==> src/rtl/fetch_pkg.sv <==
// -----------------------------------------------------------------------------
// fetch_pkg
// Shared types and constants for the instruction-fetch queue.
//   fetch_state_t : request tracker state (IDLE / WAIT / DISCARD)
//   fetch_entry_t : one buffered instruction {pc, instr, fault}
//   NOP_INSTR     : instruction substituted for a faulting fetch
// -----------------------------------------------------------------------------
package fetch_pkg;

    localparam int FETCH_XLEN = 32;

    localparam logic [FETCH_XLEN-1:0] NOP_INSTR = 32'h0000_0013;

    // IDLE    : no read outstanding
    // WAIT    : one read outstanding, its data will be buffered
    // DISCARD : one read outstanding whose data must be thrown away
    typedef enum logic [1:0] {
        IDLE    = 2'd0,
        WAIT    = 2'd1,
        DISCARD = 2'd2
    } fetch_state_t;

    typedef struct packed {
        logic [FETCH_XLEN-1:0] pc;
        logic [FETCH_XLEN-1:0] instr;
        logic                  fault;
    } fetch_entry_t;

endpackage

==> src/rtl/fetch_queue_if.sv <==
// -----------------------------------------------------------------------------
// fetch_queue_if
// Bundles the PC-side, instruction-memory and decode-side signals of the
// fetch queue.
//   master : the fetch queue itself (drives PCStall, IMemReq/IMemAddr,
//            Instr/InstrPC/InstrValid)
//   slave  : the surrounding pipeline and memory
// Optional: FETCH_MISALIGN_CHECK_EN adds InstrFault (per-entry fault flag).
// -----------------------------------------------------------------------------
interface fetch_queue_if #(
    parameter int XLEN = 32
);
    // program_counter side
    logic [XLEN-1:0] PC;
    logic            FetchEn;
    logic            Redirect;
    logic            PCStall;
    // instruction memory side
    logic            IMemReq;
    logic [XLEN-1:0] IMemAddr;
    logic [XLEN-1:0] IMemRdata;
    logic            IMemValid;
    // decode side
    logic [XLEN-1:0] Instr;
    logic [XLEN-1:0] InstrPC;
    logic            InstrValid;
    logic            DecodeReady;
`ifdef FETCH_MISALIGN_CHECK_EN
    logic            InstrFault;

    modport master (
        input  PC, FetchEn, Redirect, IMemRdata, IMemValid, DecodeReady,
        output PCStall, IMemReq, IMemAddr, Instr, InstrPC, InstrValid, InstrFault
    );

    modport slave (
        output PC, FetchEn, Redirect, IMemRdata, IMemValid, DecodeReady,
        input  PCStall, IMemReq, IMemAddr, Instr, InstrPC, InstrValid, InstrFault
    );
`else
    modport master (
        input  PC, FetchEn, Redirect, IMemRdata, IMemValid, DecodeReady,
        output PCStall, IMemReq, IMemAddr, Instr, InstrPC, InstrValid
    );

    modport slave (
        output PC, FetchEn, Redirect, IMemRdata, IMemValid, DecodeReady,
        input  PCStall, IMemReq, IMemAddr, Instr, InstrPC, InstrValid
    );
`endif
endinterface

==> src/rtl/fetch_fifo.sv <==
// -----------------------------------------------------------------------------
// fetch_fifo
// Small register-based FIFO of fetch_entry_t for the fetch queue.
//   clk, rst_n   : clock, async active-low reset
//   push_i       : write push_data_i at the tail (caller guarantees not full)
//   push_data_i  : entry to write
//   pop_i        : drop the head entry (ignored when empty)
//   flush_i      : empty the FIFO and zero both pointers; beats push/pop
//   count_o      : number of valid entries
//   head_o       : head entry (registered storage, stale when count_o == 0)
// DEPTH must be a power of two >= 2 so the pointers wrap naturally.
// -----------------------------------------------------------------------------
module fetch_fifo
    import fetch_pkg::*;
#(
    parameter int DEPTH = 2
) (
    input  logic                         clk,
    input  logic                         rst_n,
    input  logic                         push_i,
    input  fetch_entry_t                 push_data_i,
    input  logic                         pop_i,
    input  logic                         flush_i,
    output logic [$clog2(DEPTH+1)-1:0]   count_o,
    output fetch_entry_t                 head_o
);

    localparam int PW = $clog2(DEPTH);
    localparam int CW = $clog2(DEPTH + 1);

    fetch_entry_t    mem_q [DEPTH];
    logic [PW-1:0]   wr_ptr_q;
    logic [PW-1:0]   rd_ptr_q;
    logic [CW-1:0]   count_q;
    logic            do_push;
    logic            do_pop;

    assign do_push = push_i && !flush_i;
    assign do_pop  = pop_i && (count_q != '0) && !flush_i;

    // NOTE: sequential state is updated only with non-blocking assignments so
    // every flop samples the pre-edge values regardless of statement order.
    always_ff @(posedge clk or negedge rst_n) begin
        if (!rst_n) begin
            wr_ptr_q <= '0;
            rd_ptr_q <= '0;
            count_q  <= '0;
            // NOTE: the storage is reset because the head entry drives the
            // Instr/InstrPC outputs directly and must read as zero out of reset;
            // with only a handful of entries this costs nothing meaningful.
            for (int i = 0; i < DEPTH; i++) begin
                mem_q[i] <= '0;
            end
        end else if (flush_i) begin
            wr_ptr_q <= '0;
            rd_ptr_q <= '0;
            count_q  <= '0;
        end else begin
            if (do_push) begin
                mem_q[wr_ptr_q] <= push_data_i;
                wr_ptr_q        <= wr_ptr_q + PW'(1);
            end
            if (do_pop) begin
                rd_ptr_q <= rd_ptr_q + PW'(1);
            end
            if (do_push && !do_pop) begin
                count_q <= count_q + CW'(1);
            end else if (do_pop && !do_push) begin
                count_q <= count_q - CW'(1);
            end
        end
    end

    assign count_o = count_q;
    assign head_o  = mem_q[rd_ptr_q];

endmodule

==> src/rtl/fetch_queue.sv <==
// -----------------------------------------------------------------------------
// fetch_queue
// Instruction-fetch stage behind program_counter. Issues one word read per
// accepted PC, keeps at most one read outstanding, and buffers returned
// instructions with their PCs for decode. A redirect squashes everything
// buffered and turns an outstanding read into one whose data is dropped.
//   CLK    : system clock, rising edge
//   Reset  : asynchronous active-low reset
//   bus    : fetch_queue_if.master
//            in : PC, FetchEn, Redirect, IMemRdata, IMemValid, DecodeReady
//            out: PCStall, IMemReq, IMemAddr, Instr, InstrPC, InstrValid
// Optional: FETCH_MISALIGN_CHECK_EN -- a PC with PC[1:0]!=0 is not sent to
// memory; a NOP entry flagged on InstrFault is buffered the next cycle.
// Without it PC[1:0] is ignored for the memory address.
// XLEN must equal fetch_pkg::FETCH_XLEN (the buffered entry width).
// -----------------------------------------------------------------------------
module fetch_queue
    import fetch_pkg::*;
#(
    parameter int DEPTH = 2,
    parameter int XLEN  = FETCH_XLEN
) (
    input  logic          CLK,
    input  logic          Reset,
    fetch_queue_if.master bus
);

    localparam int CW = $clog2(DEPTH + 1);
    localparam int OW = CW + 1;

    fetch_state_t    state_q, state_d;
    logic [XLEN-1:0] req_pc_q, req_pc_d;

    logic [CW-1:0]   count;
    fetch_entry_t    head;
    fetch_entry_t    push_data;
    logic [OW-1:0]   occ_after;
    logic            resp_push;
    logic            fault_push;
    logic            push;
    logic            pop;
    logic            can_start;
    logic            issue;
    logic            misaligned;
    logic            mem_req;

    // Data returned for a live request is buffered unless a redirect squashes it.
    assign resp_push = (state_q == WAIT) && bus.IMemValid && !bus.Redirect;
    assign push      = resp_push || fault_push;
    assign pop       = (count != '0) && bus.DecodeReady && !bus.Redirect;

    // Entries held after this edge; a new request needs one free slot beyond
    // these so its data can always be accepted without checking for full.
    assign occ_after = OW'(count) + OW'(push) - OW'(pop);

    assign can_start = (state_q == IDLE) || ((state_q == WAIT) && bus.IMemValid);

    // Reset is folded in so PCStall stays high while reset is asserted.
    assign issue   = Reset && bus.FetchEn && !bus.Redirect && can_start
                     && (occ_after < OW'(DEPTH));
    assign mem_req = issue && !misaligned;

    assign bus.PCStall  = !issue;
    assign bus.IMemReq  = mem_req;
    assign bus.IMemAddr = mem_req ? {bus.PC[XLEN-1:2], 2'b00} : '0;

`ifdef FETCH_MISALIGN_CHECK_EN
    // Set for one cycle after a misaligned PC is accepted; that cycle pushes
    // the NOP entry using the captured request PC.
    logic fault_pend_q;

    assign misaligned = bus.PC[1:0] != 2'b00;
    assign fault_push = fault_pend_q && !bus.Redirect;

    always_ff @(posedge CLK or negedge Reset) begin
        if (!Reset) begin
            fault_pend_q <= 1'b0;
        end else begin
            fault_pend_q <= issue && misaligned;
        end
    end

    assign bus.InstrFault = head.fault;
`else
    logic unused_fault;

    assign misaligned   = 1'b0;
    assign fault_push   = 1'b0;
    assign unused_fault = head.fault;
`endif

    always_comb begin
        push_data.pc    = req_pc_q;
        push_data.instr = fault_push ? NOP_INSTR : bus.IMemRdata;
        push_data.fault = fault_push;
    end

    // NOTE: every combinational output gets a default before the case so no
    // path leaves a variable unassigned and infers a latch.
    always_comb begin
        state_d  = state_q;
        req_pc_d = req_pc_q;

        unique case (state_q)
            IDLE: begin
                if (mem_req) begin
                    state_d = WAIT;
                end
            end
            WAIT: begin
                if (bus.Redirect) begin
                    // A response arriving with the redirect is simply dropped;
                    // otherwise it is still in flight and must be swallowed.
                    state_d = bus.IMemValid ? IDLE : DISCARD;
                end else if (bus.IMemValid) begin
                    state_d = mem_req ? WAIT : IDLE;
                end
            end
            DISCARD: begin
                if (bus.IMemValid) begin
                    state_d = IDLE;
                end
            end
            default: begin
                state_d = IDLE;
            end
        endcase

        if (issue) begin
            req_pc_d = bus.PC;
        end
    end

    always_ff @(posedge CLK or negedge Reset) begin
        if (!Reset) begin
            state_q  <= IDLE;
            req_pc_q <= '0;
        end else begin
            state_q  <= state_d;
            req_pc_q <= req_pc_d;
        end
    end

    fetch_fifo #(
        .DEPTH (DEPTH)
    ) u_fifo (
        .clk         (CLK),
        .rst_n       (Reset),
        .push_i      (push),
        .push_data_i (push_data),
        .pop_i       (pop),
        .flush_i     (bus.Redirect),
        .count_o     (count),
        .head_o      (head)
    );

    assign bus.InstrValid = count != '0;
    assign bus.Instr      = head.instr;
    assign bus.InstrPC    = head.pc;

endmodule
==> src/flat_wrapper.sv <==
// flat-port wrapper written by rule: the top's interface ports become plain ports
module fetch_queue_flat import fetch_pkg::*;
#(
    parameter int DEPTH = 2,
    parameter int XLEN  = FETCH_XLEN
)
  (CLK, Reset, bus_PC, bus_FetchEn, bus_Redirect, bus_IMemRdata, bus_IMemValid, bus_DecodeReady, bus_PCStall, bus_IMemReq, bus_IMemAddr, bus_Instr, bus_InstrPC, bus_InstrValid);
  fetch_queue_if #(.XLEN(XLEN)) bus_i ();
  input  logic CLK;
  input  logic Reset;
  input wire logic [$bits(bus_i.PC)-1:0] bus_PC;
  input wire logic [$bits(bus_i.FetchEn)-1:0] bus_FetchEn;
  input wire logic [$bits(bus_i.Redirect)-1:0] bus_Redirect;
  input wire logic [$bits(bus_i.IMemRdata)-1:0] bus_IMemRdata;
  input wire logic [$bits(bus_i.IMemValid)-1:0] bus_IMemValid;
  input wire logic [$bits(bus_i.DecodeReady)-1:0] bus_DecodeReady;
  output wire logic [$bits(bus_i.PCStall)-1:0] bus_PCStall;
  output wire logic [$bits(bus_i.IMemReq)-1:0] bus_IMemReq;
  output wire logic [$bits(bus_i.IMemAddr)-1:0] bus_IMemAddr;
  output wire logic [$bits(bus_i.Instr)-1:0] bus_Instr;
  output wire logic [$bits(bus_i.InstrPC)-1:0] bus_InstrPC;
  output wire logic [$bits(bus_i.InstrValid)-1:0] bus_InstrValid;
  assign bus_i.PC = bus_PC;
  assign bus_i.FetchEn = bus_FetchEn;
  assign bus_i.Redirect = bus_Redirect;
  assign bus_i.IMemRdata = bus_IMemRdata;
  assign bus_i.IMemValid = bus_IMemValid;
  assign bus_i.DecodeReady = bus_DecodeReady;
  assign bus_PCStall = bus_i.PCStall;
  assign bus_IMemReq = bus_i.IMemReq;
  assign bus_IMemAddr = bus_i.IMemAddr;
  assign bus_Instr = bus_i.Instr;
  assign bus_InstrPC = bus_i.InstrPC;
  assign bus_InstrValid = bus_i.InstrValid;
  fetch_queue #(.DEPTH(DEPTH), .XLEN(XLEN)) u_core (.CLK(CLK), .Reset(Reset), .bus(bus_i));
endmodule
==> config.mk <==
export PLATFORM = sky130hd
export DESIGN_NAME = fetch_queue_flat
export DESIGN_NICKNAME = d
export VERILOG_FILES = /design/src/rtl/fetch_pkg.sv /design/src/rtl/fetch_queue_if.sv /design/src/rtl/fetch_fifo.sv /design/src/rtl/fetch_queue.sv /design/src/flat_wrapper.sv
export SDC_FILE = /design/constraint.sdc
export NUM_CORES = 1
export LEC_CHECK = 0
export CORE_ASPECT_RATIO = 0.6
export CORE_MARGIN = 2
export CORE_UTILIZATION = 45
export CTS_CLUSTER_SIZE = 40
export DETAILED_ROUTE_END_ITERATION = 7
export PLACE_DENSITY = 0.72
export RECOVER_POWER = 50
export SETUP_SLACK_MARGIN = 0.15
export SYNTH_ARGS = -nofsm -noshare
export SYNTH_HDL_FRONTEND = slang
export SYNTH_SLANG_ARGS = --single-unit
==> constraint.sdc <==
create_clock -name CLK -period 8.1 [get_ports CLK]
set_clock_uncertainty 0.2 [all_clocks]
set_input_delay 1.215 -clock CLK [delete_from_list [all_inputs] [get_ports CLK]]
set_output_delay 1.215 -clock CLK [all_outputs]
set_load 0.01 [all_outputs]
==> results_dict.tcl <==
set metrics [dict create \
    chipWidth_microns 172 \
    power_report.internal_total_mw 1.98 \
    cts_max_level 4 \
    seq_area_frac_synth 0.546 \
    viasPerCell 4.97 \
    synth_area_sq_um 7600 \
    slew_headroom -1.76 \
    crit_type "input pin to output port" \
    routedWlPerCell_microns 17.9 \
    antenna_found_initial 0 \
    yosys-mux-area-fraction 0.363 \
    grt_pass1_wl_microns 25900 \
    synth_cell_types 34 \
    cts_tree "built" \
    diodes 0 \
    core_area_sq_um 16400 \
    finalMaxSlewViolations 144 \
    cp-start-kind "input pin" \
    synth_compound_area_frac 0.00543 \
    port_buffers 166 \
    die_h_microns 105 \
    ys_ff_latch 166 \
    synth_cells 485 \
    final_cell_mix "165 x dfrtp_1, 161 x clkdlybuf4s50_1, 159 x mux2_2" \
    layout-drive-gt1-share 0.365 \
    cts_root_buf "clkbuf_16" \
    cp_max_fo 34 \
    critPathArrivalTime_ps 5270 \
    cts_made_buffers 17 \
    fin_ws_ps 1420 \
    tns_ps 0 \
    p_per_area_nw_per_um2 270 \
    status "finished, violations left" \
    via_count 4399 \
    nNetsFinal 718 \
    drv_cap 2 \
    ys.flop_type "dfrtp_1" \
    ctsResizeCount 0 \
    grt_overflow 0 \
    fmax_ghz 0.150 \
    gp_congestion 0.761 \
    synth_top_family_by_area "multiplexers" \
    clock_path_buffers 2 \
    dpl.hpwl_microns 10300 \
    clkTransAtPathRegs_ps 60 \
    cp.required_ps 6680 \
    nFillCells 1293 \
    finalSetupViolations 0 \
    start_util 0.464 \
    drt_pre_antenna_iters 4 \
    dp_slack_ps 1580 \
    worst_pin_slew_ps 4140 \
    synth_fa_ha_area_frac 0.00428 \
    cts_setup_buffers 0 \
    grt_max_degree 91 \
    hold_path.class "register to register" \
    min_period_ps 6680 \
    cts.sinks 166 \
    finalWirelength_microns 15900 \
    final_common_cell "dfrtp_1" \
    seqPwrFrac 0.417 \
    irDropWorstVdd_uv 138 \
    postRouteAntennaNets 0 \
    violations "capacitance limit, slew limit" \
    area_growth_pct 29.7 \
    finish.utilization 0.602 \
    synth-simple-area-share 0.0456 \
    grt_pass1_vias 4832 \
    finalCritPeriodShare 0.825 \
    p_switching_mw 0.688 \
    ys_warn_count 0 \
    drtIter0Drc 173 \
    die_area_sq_um 18000 \
    hold_viol 0 \
    io_pins 169 \
    combPwrFrac 0.271 \
    end_kind "output port" \
    track_usage 0.183 \
    clock_latency_ps 410 \
    rsz0062_at_grt "false" \
    drc 0 \
    row_count 36 \
    clkPwrFrac 0.313 \
    synth_edf_count 0 \
    synthArstFlopShare 1.00 \
    power_leakage_nw 4.45 \
    hold_buffers 0 \
    synthXorXnorAreaFrac 0.00346 \
    p_sw_frac 0.258 \
    syn_area_per_cell_sq_um 15.7 \
]
per-stage QoR:
| stage | total power [mW] | instances | hold WS (ps) | instance area, sq um |
|---|---|---|---|---|
| CTS | 2.70 | 886 | 286 | 9970 |
| global placement | 1.83 | 855 | 263 | 9360 |
| global route | 2.80 | 886 | 303 | 9870 |
| floorplan | 1.47 | 486 | 254 | 7610 |
| finish | 2.67 | 886 | 283 | 9870 |
| detailed placement | 1.86 | 855 | 272 | 9360 |
cell usage after synthesis, drive strengths merged, types with 2 or more instances:
cell type    n  share of area
and2        30          0.025
or2          2         0.0016
mux2       225           0.36
nor2         5         0.0025
and4b        2         0.0026
buf         19          0.026
clkbuf      11         0.0054
xor2         2         0.0023
nand2b       3         0.0025
a31oi        2         0.0016
nand3b       2         0.0036
dfrtp      166           0.55
nor3         2         0.0028
worst max-delay path, stage by stage:
cell and delay, ps:
dlygate4sd3_1 620, nand3b_1 260, or2_2 370, ha_1 280, nand2b_1 160, fa_1 470, and4b_1 200, and4b_1 900
and2_1 230, clkdlybuf4s50_1 540
layer usage:
layer | track usage | vias up | wire length [microns]
met3 | 0.0473 | 10 | 809
met4 | 0.0348 | 0 | 89
met5 | 0 | - | 0
met1 | 0.267 | 2247 | 7870
li1 | - | 2027 | -
met2 | 0.280 | 115 | 7090
registers in the layout, indices dropped and copies added, names as in the netlist:
| name | count |
|---|---|
| u_core.req_pc_q | 32 |
| u_core.u_fifo.mem_q | 128 |
| u_core.state_q | 2 |
| u_core.u_fifo.rd_ptr_q | 1 |
| u_core.u_fifo.wr_ptr_q | 1 |
| u_core.u_fifo.count_o | 2 |
cells by family (layout without fill, tap and decap cells):
family	count (synthesis)	after routing
fa+ha+maj	2	2
buf+inv	31	203
simple gates	51	51
other cells	1	2
compound gates	6	6
xor+xnor	3	3
flops	166	166
mux	225	225
layout make-up:
type                       count  area (sq um)  share of cell area
timing repair buffer         171          1690               0.172
multi-input combinational    289          3120               0.316
clock buffer                  18           439              0.0445
sequential                   166          4160               0.421
inverter                       1          3.75            0.000380
clock inverter                13           171              0.0174
tap                          228           285              0.0289
path summary, 6_finish.rpt:
| check | from | cells after the start | slack (ps) | endpoint |
|---|---|---|---|---|
| worst max-delay path | bus_IMemValid | 10 | 1420 | bus_IMemAddr[17] |
| worst min-delay path | u_core.u_fifo.mem_q[68] | 1 | 280 | u_core.u_fifo.mem_q[68] |
| worst max register to register | u_core.state_q[1] | 4 | 3470 | u_core.u_fifo.mem_q[87] |
| worst min register to register | u_core.u_fifo.mem_q[68] | 1 | 280 | u_core.u_fifo.mem_q[68] |
| max in group asynchronous | Reset | 2 | 2640 | u_core.u_fifo.mem_q[129] |
| min in group asynchronous | Reset | 1 | 620 | u_core.u_fifo.mem_q[73] |
power by group through the flow:
| stage | logic, mW | registers, mW | clock network (mW) |
|---|---|---|---|
| after global routing | 0.771 | 1.14 | 0.893 |
| after floorplan | 0.381 | 1.09 | 0 |
| after global placement | 0.722 | 1.11 | 0 |
| after CTS | 0.739 | 1.11 | 0.853 |
| after detailed placement | 0.732 | 1.13 | 0 |
| final | 0.722 | 1.11 | 0.833 |
Power figures use the tool's default switching activity.
